--- src/rtl/uart_bus_responder.sv ---
// Memory-stage responder for the on-board UART (data 0xBF00, status 0xBF01).
// Optional wait-state timeout: define UART_BUS_RESPONDER_TIMEOUT_EN.
module uart_bus_responder #(
  parameter int unsigned WR_PULSE_CYC = 2,
  parameter int unsigned RD_PULSE_CYC = 2,
  parameter int unsigned TIMEOUT_CYC  = 4096
) (
  input  logic        uci_clk,
  input  logic        uci_rst,
  input  logic        uci_req,
  input  logic        uci_we,
  input  logic        uci_sel,
  input  logic [7:0]  uci_wdata,
  output logic        uco_ack,
  output logic [15:0] uco_rdata,
  output logic        uco_stall,
  output logic        uco_err,
  output logic        uco_bus_own,
  output logic        uco_data_oe,
  output logic [7:0]  uco_data_out,
  input  logic [7:0]  uci_data_in,
  output logic        uco_wrn,
  output logic        uco_rdn,
  input  logic        uci_tbre,
  input  logic        uci_tsre,
  input  logic        uci_data_ready
);

  localparam int unsigned CNT_W   = 8;
  localparam int unsigned WAIT_W  = 16;
  localparam int unsigned DATA_W  = 8;
  localparam int unsigned RDATA_W = 16;

  // Pulse counters are 8 bits wide and the wait counter 16 bits wide.
  if (WR_PULSE_CYC < 1 || WR_PULSE_CYC > 255 || RD_PULSE_CYC < 1 || RD_PULSE_CYC > 255 ||
      TIMEOUT_CYC < 1 || TIMEOUT_CYC > 65535) begin : g_param_check
    $error("uart_bus_responder: parameter out of range");
  end

  typedef enum logic [3:0] {
    IDLE, ST_RD, WR_SET, WR_PULSE, WR_HOLD, WR_TBRE, WR_TSRE,
    RD_WAIT, RD_PULSE, RD_END, DONE
  } state_e;

  state_e               state, state_n;
  logic [CNT_W-1:0]     pulse_cnt, pulse_cnt_n;
  logic [DATA_W-1:0]    data_out_n;
  logic [RDATA_W-1:0]   rdata_n;
  logic                 ack_n, bus_own_n, data_oe_n, wrn_n, rdn_n;

`ifdef UART_BUS_RESPONDER_TIMEOUT_EN
  logic [WAIT_W-1:0]    wait_cnt, wait_cnt_n;
  logic                 err_q, err_n;
  logic                 in_wait;
`endif

  // Next-state and next-output logic; every output is registered from state_n.
  always_comb begin
    state_n     = state;
    pulse_cnt_n = pulse_cnt;
    data_out_n  = uco_data_out;
    rdata_n     = uco_rdata;
`ifdef UART_BUS_RESPONDER_TIMEOUT_EN
    err_n       = err_q;
    wait_cnt_n  = '0;
    in_wait     = 1'b0;
`endif

    case (state)
      IDLE: begin
        if (uci_req) begin
          if (uci_sel) begin
            state_n = ST_RD;
          end else if (uci_we) begin
            state_n    = WR_SET;
            data_out_n = uci_wdata;
          end else begin
            state_n = RD_WAIT;
          end
        end
      end
      ST_RD: begin
        rdata_n = {14'd0, uci_data_ready, uci_tbre & uci_tsre};
        state_n = DONE;
      end
      WR_SET: begin
        state_n     = WR_PULSE;
        pulse_cnt_n = '0;
      end
      WR_PULSE: begin
        if (pulse_cnt == CNT_W'(WR_PULSE_CYC - 1)) state_n = WR_HOLD;
        else pulse_cnt_n = pulse_cnt + CNT_W'(1);
      end
      WR_HOLD: state_n = WR_TBRE;
      // Skip the shift-register wait when both flags are already up.
      WR_TBRE: begin
        if (uci_tbre) state_n = uci_tsre ? DONE : WR_TSRE;
      end
      WR_TSRE: begin
        if (uci_tsre) state_n = DONE;
      end
      RD_WAIT: begin
        if (uci_data_ready) begin
          state_n     = RD_PULSE;
          pulse_cnt_n = '0;
        end
      end
      RD_PULSE: begin
        if (pulse_cnt == CNT_W'(RD_PULSE_CYC - 1)) begin
          rdata_n = {8'd0, uci_data_in};
          state_n = RD_END;
        end else begin
          pulse_cnt_n = pulse_cnt + CNT_W'(1);
        end
      end
      RD_END:  state_n = DONE;
      DONE:    state_n = IDLE;
      default: state_n = IDLE;
    endcase

`ifdef UART_BUS_RESPONDER_TIMEOUT_EN
    // Bound every wait state; the counter restarts whenever the state changes.
    if (state == IDLE && uci_req) err_n = 1'b0;
    in_wait = (state == WR_TBRE) || (state == WR_TSRE) || (state == RD_WAIT);
    if (in_wait && state_n == state && wait_cnt == WAIT_W'(TIMEOUT_CYC - 1)) begin
      state_n = DONE;
      err_n   = 1'b1;
      rdata_n = '1;
    end
    if (in_wait && state_n == state) wait_cnt_n = wait_cnt + WAIT_W'(1);
`endif

    ack_n     = (state_n == DONE);
    bus_own_n = (state_n != IDLE);
    data_oe_n = (state_n == WR_SET) || (state_n == WR_PULSE) || (state_n == WR_HOLD);
    wrn_n     = (state_n != WR_PULSE);
    rdn_n     = (state_n != RD_PULSE);
  end

  always_ff @(posedge uci_clk or negedge uci_rst) begin
    if (!uci_rst) begin
      state        <= IDLE;
      pulse_cnt    <= '0;
      uco_ack      <= 1'b0;
      uco_rdata    <= '0;
      uco_bus_own  <= 1'b0;
      uco_data_oe  <= 1'b0;
      uco_data_out <= '0;
      uco_wrn      <= 1'b1;
      uco_rdn      <= 1'b1;
    end else begin
      state        <= state_n;
      pulse_cnt    <= pulse_cnt_n;
      uco_ack      <= ack_n;
      uco_rdata    <= rdata_n;
      uco_bus_own  <= bus_own_n;
      uco_data_oe  <= data_oe_n;
      uco_data_out <= data_out_n;
      uco_wrn      <= wrn_n;
      uco_rdn      <= rdn_n;
    end
  end

`ifdef UART_BUS_RESPONDER_TIMEOUT_EN
  always_ff @(posedge uci_clk or negedge uci_rst) begin
    if (!uci_rst) begin
      wait_cnt <= '0;
      err_q    <= 1'b0;
    end else begin
      wait_cnt <= wait_cnt_n;
      err_q    <= err_n;
    end
  end

  assign uco_err = err_q;
`else
  assign uco_err = 1'b0;
`endif

  // The pipeline advances on the ack cycle itself.
  assign uco_stall = (uci_req | uco_bus_own) & ~uco_ack;

endmodule

--- config.mk ---
export PLATFORM = sky130hd
export DESIGN_NAME = uart_bus_responder
export DESIGN_NICKNAME = d
export VERILOG_FILES = /design/src/rtl/uart_bus_responder.sv
export SDC_FILE = /design/constraint.sdc
export NUM_CORES = 1
export LEC_CHECK = 0
export ABC_AREA = 1
export CAP_MARGIN = 10
export CORE_MARGIN = 2
export CORE_UTILIZATION = 47
export CTS_BUF_LIST = sky130_fd_sc_hd__clkbuf_16
export DETAILED_ROUTE_END_ITERATION = 10
export PLACE_DENSITY = 0.76
export SYNTH_ARGS = -nofsm -noshare
export SYNTH_HDL_FRONTEND = slang
export SYNTH_SLANG_ARGS = --single-unit
--- constraint.sdc ---
create_clock -name uci_clk -period 1.8 [get_ports uci_clk]
set_input_delay 0.36 -clock uci_clk [delete_from_list [all_inputs] [get_ports uci_clk]]
set_output_delay 0.36 -clock uci_clk [all_outputs]
set_load 0.005 [all_outputs]
==> impl_metrics.tcl, run 1 <==
set metrics [dict create \
    drt-initial-drc-count 97 \
    grt_max_degree 34 \
    skew_ns 0.003250 \
    finalSetupTns_ns 0 \
    required_ns 1.44 \
    critPathKind "register to output port" \
    start_util_pct 49.59 \
    final_cell_area_um2 2496 \
    crit_arrival_ns 1.28 \
    clock-sinks 33 \
    ys_seq_elements 33 \
    crit_path_start_kind "register" \
    yosys.area.top_type_share_pct 42.41 \
    die_area_um2 4407 \
    fin_util_pct 67.67 \
    p_leak_nw 1.159 \
    ys_top_cells_by_area "dfrtp_1 42%, nand2_1 9.2%, nand3_1 4.9%, mux2_2 4.9%, buf_4 4.1%" \
    layout_common_cells "45 x nand2_1, 44 x clkdlybuf4s50_1, 31 x dfrtp_1" \
    fmax_mhz 611.1 \
    ys_types 30 \
    post-route-period-util_pct 90.92 \
    portBuffers 45 \
    routed_wl_mm 3.655 \
    final_hold_viol_count 0 \
    final.fill_count 323 \
    ys_seq_area_share_pct 45.28 \
    use_met2_pct 30.25 \
    final_net_count 293 \
    wl_per_cell_um 11.57 \
    pre_cts_slack_ns -0.05207 \
    syn_area_per_cell_um2 8.548 \
    holdBufCountCts 0 \
    max-cap-violations 0 \
    die_height_um 66.39 \
    core.rowCount 22 \
    die_w_um 66.39 \
    clockBufferDepth 2 \
    grt_antenna_before_repair 0 \
    postCtsSetupRepairBufs 0 \
    drive_above_1_share_pct 17.54 \
    syn2layout_area_growth_pct 36.46 \
    peakVddDrop_v 0.0008797 \
    finalWeightedCongestion 0.8474 \
    layout_commonest_cell "nand2_1" \
    ios 55 \
    worst_slack_ns 0.1635 \
    status "complete, no violations" \
    clk_pin_slew_ns 0.05 \
    synth_top_area_cell "dfrtp_1" \
    use_met1_pct 22.45 \
    holdWs_ns 0.4585 \
    slowest_stage "dfstp_2" \
    numCtsBuffers 5 \
    grt_usage_pct 18.50 \
    antenna-diode-count 0 \
    min-delay-path-class "primary input to async pin" \
    grt_pass1_vias 1391 \
    power.density_nw_per_um2 1502 \
    path_delay_family "flip-flops" \
    finalSetupViolCount 0 \
    coreArea_um2 3689 \
    clk_latency_ns 0.27 \
    drc_errors 0 \
    synth_warnings 0 \
    slew_violations 0 \
    drt-pass1-iter-count 4 \
    gr-usage-met3_pct 5.281 \
    slowest_delay_ns 0.51 \
    cts_tree "built" \
    vias 1555 \
    mappedNetlistArea_um2 1829 \
    post_drt_via_cell_ratio 4.921 \
    ant_nets 0 \
    period_minus_slack_ns 1.637 \
    cts-htree-levels 2 \
    grt_busiest_layer "met2" \
    placed_area_um2 2326 \
    ctsResizeCount 1 \
    crit_chain "clkdlybuf4s50_1" \
    worst_setup_path_end_kind "output port" \
    grt_pass1_wl_mm 6.030 \
    syn_inst 214 \
    path_max_fanout 1 \
    grt_setup_unrepaired "no" \
    path_buf_inv 1 \
    cts-root-buf "clkbuf_16" \
    grt-ovfl-total 0 \
    hpwl_mm 2.710 \
]
-- cell type report --
cell class | count | area (µm²) | share of cell area (%)
multi-input cells | 155 | 858.3 | 34.39
repair buffers | 49 | 491.7 | 19.70
inverters | 23 | 86.33 | 3.459
clock buffers | 5 | 125.1 | 5.013
flip-flops and latches | 33 | 828.3 | 33.18
clock inverters | 3 | 46.29 | 1.855
well taps | 48 | 60.06 | 2.406
-- where the power goes --
part	switching (W)	internal, W	leakage, nW
Clock	0.000307	0.000654	0.0800
Sequential	0.000186	0.00101	0.421
Combinational	0.000817	0.000775	0.658
Total	0.00131	0.00244	1.16
-- flip-flops by register name, indices dropped and copies added (netlist names) --
register,count
uco_ack,1
uco_data_out,8
uco_rdn,1
uco_data_oe,1
state,4
uco_rdata,8
uco_wrn,1
pulse_cnt,8
uco_bus_own,1
-- kinds of logic (layout without fill, tap and decap cells) --
family | count (synthesis) | in the layout | share of synthesized area, %
flops | 33 | 33 | 45.28
simple gates | 113 | 113 | 29.75
fa+ha+maj | 2 | 2 | 1.368
mux | 8 | 8 | 4.925
compound gates | 19 | 19 | 7.114
buf+inv | 34 | 80 | 9.439
other cells | 1 | 9 | 0.2050
xor+xnor | 4 | 4 | 1.916
-- cell usage after synthesis (all sizes together) --
cell type  instances
a21boi             1
a21oi              4
a41oi              1
and2               1
buf               11
conb               1
dfrtp             31
dfstp              2
ha                 2
inv               23
mux2               8
nand2             54
nand3             18
nand3b             4
nand4              6
nor2              27
nor3               2
o21a               1
o21ai             12
or2                1
xnor2              2
xor2               2
-- per-stage QoR --
stage                     std cells  total power, W
final                           316        0.003749
after global routing            316        0.004007
after CTS                       316        0.003785
after detailed placement        308        0.002803
after global placement          308        0.002787
after floorplan                 222        0.002152
-- layer usage --
layer | share of wire, % | up-vias
met1 | 44 | 733
met3 | 4.5 | 2
met5 | 0 | -
met4 | 0.79 | 0
met2 | 50 | 39
li1 | - | 781
-- worst paths after layout --
kind | depth (start not counted) | from | endpoint | slack [ns]
worst min-delay path | 2 | uci_rst | pulse_cnt[4]$_DFFE_PN0P_ | 0.46
worst max-delay path | 1 | uco_rdn$_DFF_PN1_ | uco_rdn | 0.16
min in group uci_clk | 1 | uco_data_out[4]$_DFFE_PN0P_ | uco_data_out[4]$_DFFE_PN0P_ | 0.50
max in group asynchronous | 2 | uci_rst | uco_rdn$_DFF_PN1_ | 1.10
worst min register to register | 1 | uco_data_out[4]$_DFFE_PN0P_ | uco_data_out[4]$_DFFE_PN0P_ | 0.50
worst max register to register | 8 | state[3]$_DFF_PN0_ | pulse_cnt[7]$_DFFE_PN0P_ | 0.23
(Power assumes the default switching activity.)
==> run 2: changes to the inputs <==
--- a/config.mk
+++ b/config.mk
@@ -12,6 +12,7 @@
 export CTS_BUF_LIST = sky130_fd_sc_hd__clkbuf_16
 export DETAILED_ROUTE_END_ITERATION = 10
 export PLACE_DENSITY = 0.76
+export SKIP_LAST_GASP = 1
 export SYNTH_ARGS = -nofsm -noshare
 export SYNTH_HDL_FRONTEND = slang
 export SYNTH_SLANG_ARGS = --single-unit
==> results of run 2 <==
The final DEF is identical to that of run 1; final timing and power are the same.
==> run 3: changes to the inputs <==
--- a/config.mk
+++ b/config.mk
@@ -7,9 +7,9 @@
 export LEC_CHECK = 0
 export ABC_AREA = 1
 export CAP_MARGIN = 10
-export CORE_MARGIN = 2
 export CORE_UTILIZATION = 47
 export CTS_BUF_LIST = sky130_fd_sc_hd__clkbuf_16
+export CTS_CLUSTER_SIZE = 8
 export DETAILED_ROUTE_END_ITERATION = 10
 export PLACE_DENSITY = 0.76
 export SKIP_LAST_GASP = 1
==> run 3 against run 2 <==
Effect of this change: global-route usage up 1.4 points; fmax down 0.87%; register-to-register slack about the same; hold slack worse by 0.0049 ns; cell count up 0.32%; non-clock buffer count up 1; cell area up 0.30%; clock power up 2%.
==> impl_metrics.tcl, run 3 (synthesized netlist as in run 1, its figures left out) <==
set metrics [dict create \
    vias 1551 \
    holdBufCountCts 0 \
    crit_path_start_kind "register" \
    wl_per_cell_um 11.56 \
    max-cap-violations 0 \
    die_height_um 64.39 \
    drt-pass1-iter-count 4 \
    required_ns 1.44 \
    slew_violations 0 \
    reg_top3 "pulse_cnt: 8 flops, uco_data_out: 8 flops, uco_rdata: 8 flops" \
    slowest_stage "dfstp_2" \
    clk_latency_ns 0.28 \
    grt_pass1_vias 1493 \
    fmax_mhz 605.7 \
    dpl.cell_count 309 \
    grt_setup_unrepaired "no" \
    path_delay_family "flip-flops" \
    final_cells 317 \
    die_area_um2 4145 \
    path_max_fanout 1 \
    start_util_pct 49.59 \
    clk_pin_slew_ns 0.06 \
    period_minus_slack_ns 1.651 \
    final_hold_viol_count 0 \
    drive_above_1_share_pct 17.84 \
    die_w_um 64.39 \
    worst_setup_path_end_kind "output port" \
    grt-ovfl-total 0 \
    grt_pass1_wl_mm 6.334 \
    critPathKind "register to output port" \
    crit_arrival_ns 1.29 \
    clockBufferDepth 2 \
    ios 55 \
    pre_cts_slack_ns -0.06829 \
    antenna-diode-count 0 \
    skew_ns 0.003168 \
    syn2layout_area_growth_pct 36.87 \
    hpwl_mm 2.655 \
    worst_slack_ns 0.1491 \
    slowest_delay_ns 0.52 \
    fin_util_pct 67.88 \
    layout_common_cells "45 x nand2_1, 44 x clkdlybuf4s50_1, 31 x dfrtp_1" \
    grt_max_degree 34 \
    numCtsBuffers 5 \
    clock-sinks 33 \
    post_drt_via_cell_ratio 4.893 \
    ant_nets 0 \
    drc_errors 0 \
    drt-initial-drc-count 95 \
    cts-htree-levels 2 \
    min-delay-path-class "primary input to async pin" \
    grt_antenna_before_repair 0 \
    crit_chain "clkdlybuf4s50_1" \
    p_leak_nw 1.165 \
    final_net_count 294 \
    grt_usage_pct 19.94 \
    peakVddDrop_v 0.0008606 \
    cts-root-buf "clkbuf_16" \
    cts_tree "built" \
    core.rowCount 22 \
    portBuffers 45 \
    status "complete, no violations" \
    path_buf_inv 1 \
    finalSetupViolCount 0 \
    postCtsSetupRepairBufs 0 \
    layout_commonest_cell "nand2_1" \
    routed_wl_mm 3.665 \
    coreArea_um2 3689 \
    post-route-period-util_pct 91.72 \
    power.density_nw_per_um2 1510 \
    finalWeightedCongestion 0.9070 \
]
run 3: cell types whose count changed in the layout (fill, tap and decap cells not counted):
cell / previous run / this run
buf_4: 3 / 4
run 3: final cells by class:
class	count	area (µm²)
Fill cell	308	1185
Clock buffer	5	125.1
Tap cell	48	60.06
Sequential cell	33	828.3
Multi-Input combinational cell	155	858.3
Inverter	23	86.33
Clock inverter	3	46.29
Timing Repair Buffer	50	499.2
run 3: power breakdown:
group	internal [W]	leakage, nW	switching (W)	total, W
Sequential	0.00101	0.421	0.000191	0.00120
Combinational	0.000782	0.665	0.000818	0.00160
Clock	0.000654	0.0800	0.000326	0.000980
Total	0.00245	1.17	0.00133	0.00378
run 3: final timing paths:
kind	startpoint	end	slack, ns	depth (start not counted)
max	uco_rdn$_DFF_PN1_	uco_rdn	0.15	1
max reg2reg	pulse_cnt[1]$_DFFE_PN0P_	uco_bus_own$_DFF_PN0_	0.24	9
min reg2reg	uco_data_out[1]$_DFFE_PN0P_	uco_data_out[1]$_DFFE_PN0P_	0.51	1
min	uci_rst	pulse_cnt[4]$_DFFE_PN0P_	0.45	2
min in group uci_clk	uco_data_out[1]$_DFFE_PN0P_	uco_data_out[1]$_DFFE_PN0P_	0.51	1
max in group asynchronous	uci_rst	uco_rdn$_DFF_PN1_	1.10	2
run 3: per-layer routing:
layer | up-vias | global-route usage, % | routed length [µm]
li1 | 782 | - | -
met3 | 7 | 4.286 | 166
met4 | 0 | 9.167 | 75
met2 | 39 | 34.21 | 1839
met1 | 723 | 23.61 | 1583
met5 | - | 0 | 0
run 3: timing repair:
item	in CTS	in global routing
gates resized for setup	1	0
hold endpoints to repair	0	0
endpoints found under the setup margin	1	0
run 3: through the flow:
step                      instance area (µm²)  hold WS (ns)  total power [W]  TNS [ns]
after floorplan                          1859       0.06441         0.002152         0
after global placement                   2333        0.4902         0.002788  -0.05342
after detailed placement                 2333        0.4943         0.002808  -0.07110
after CTS                                2504        0.4650         0.003812         0
after global routing                     2504        0.4938         0.004045         0
final                                    2504        0.4536         0.003781         0
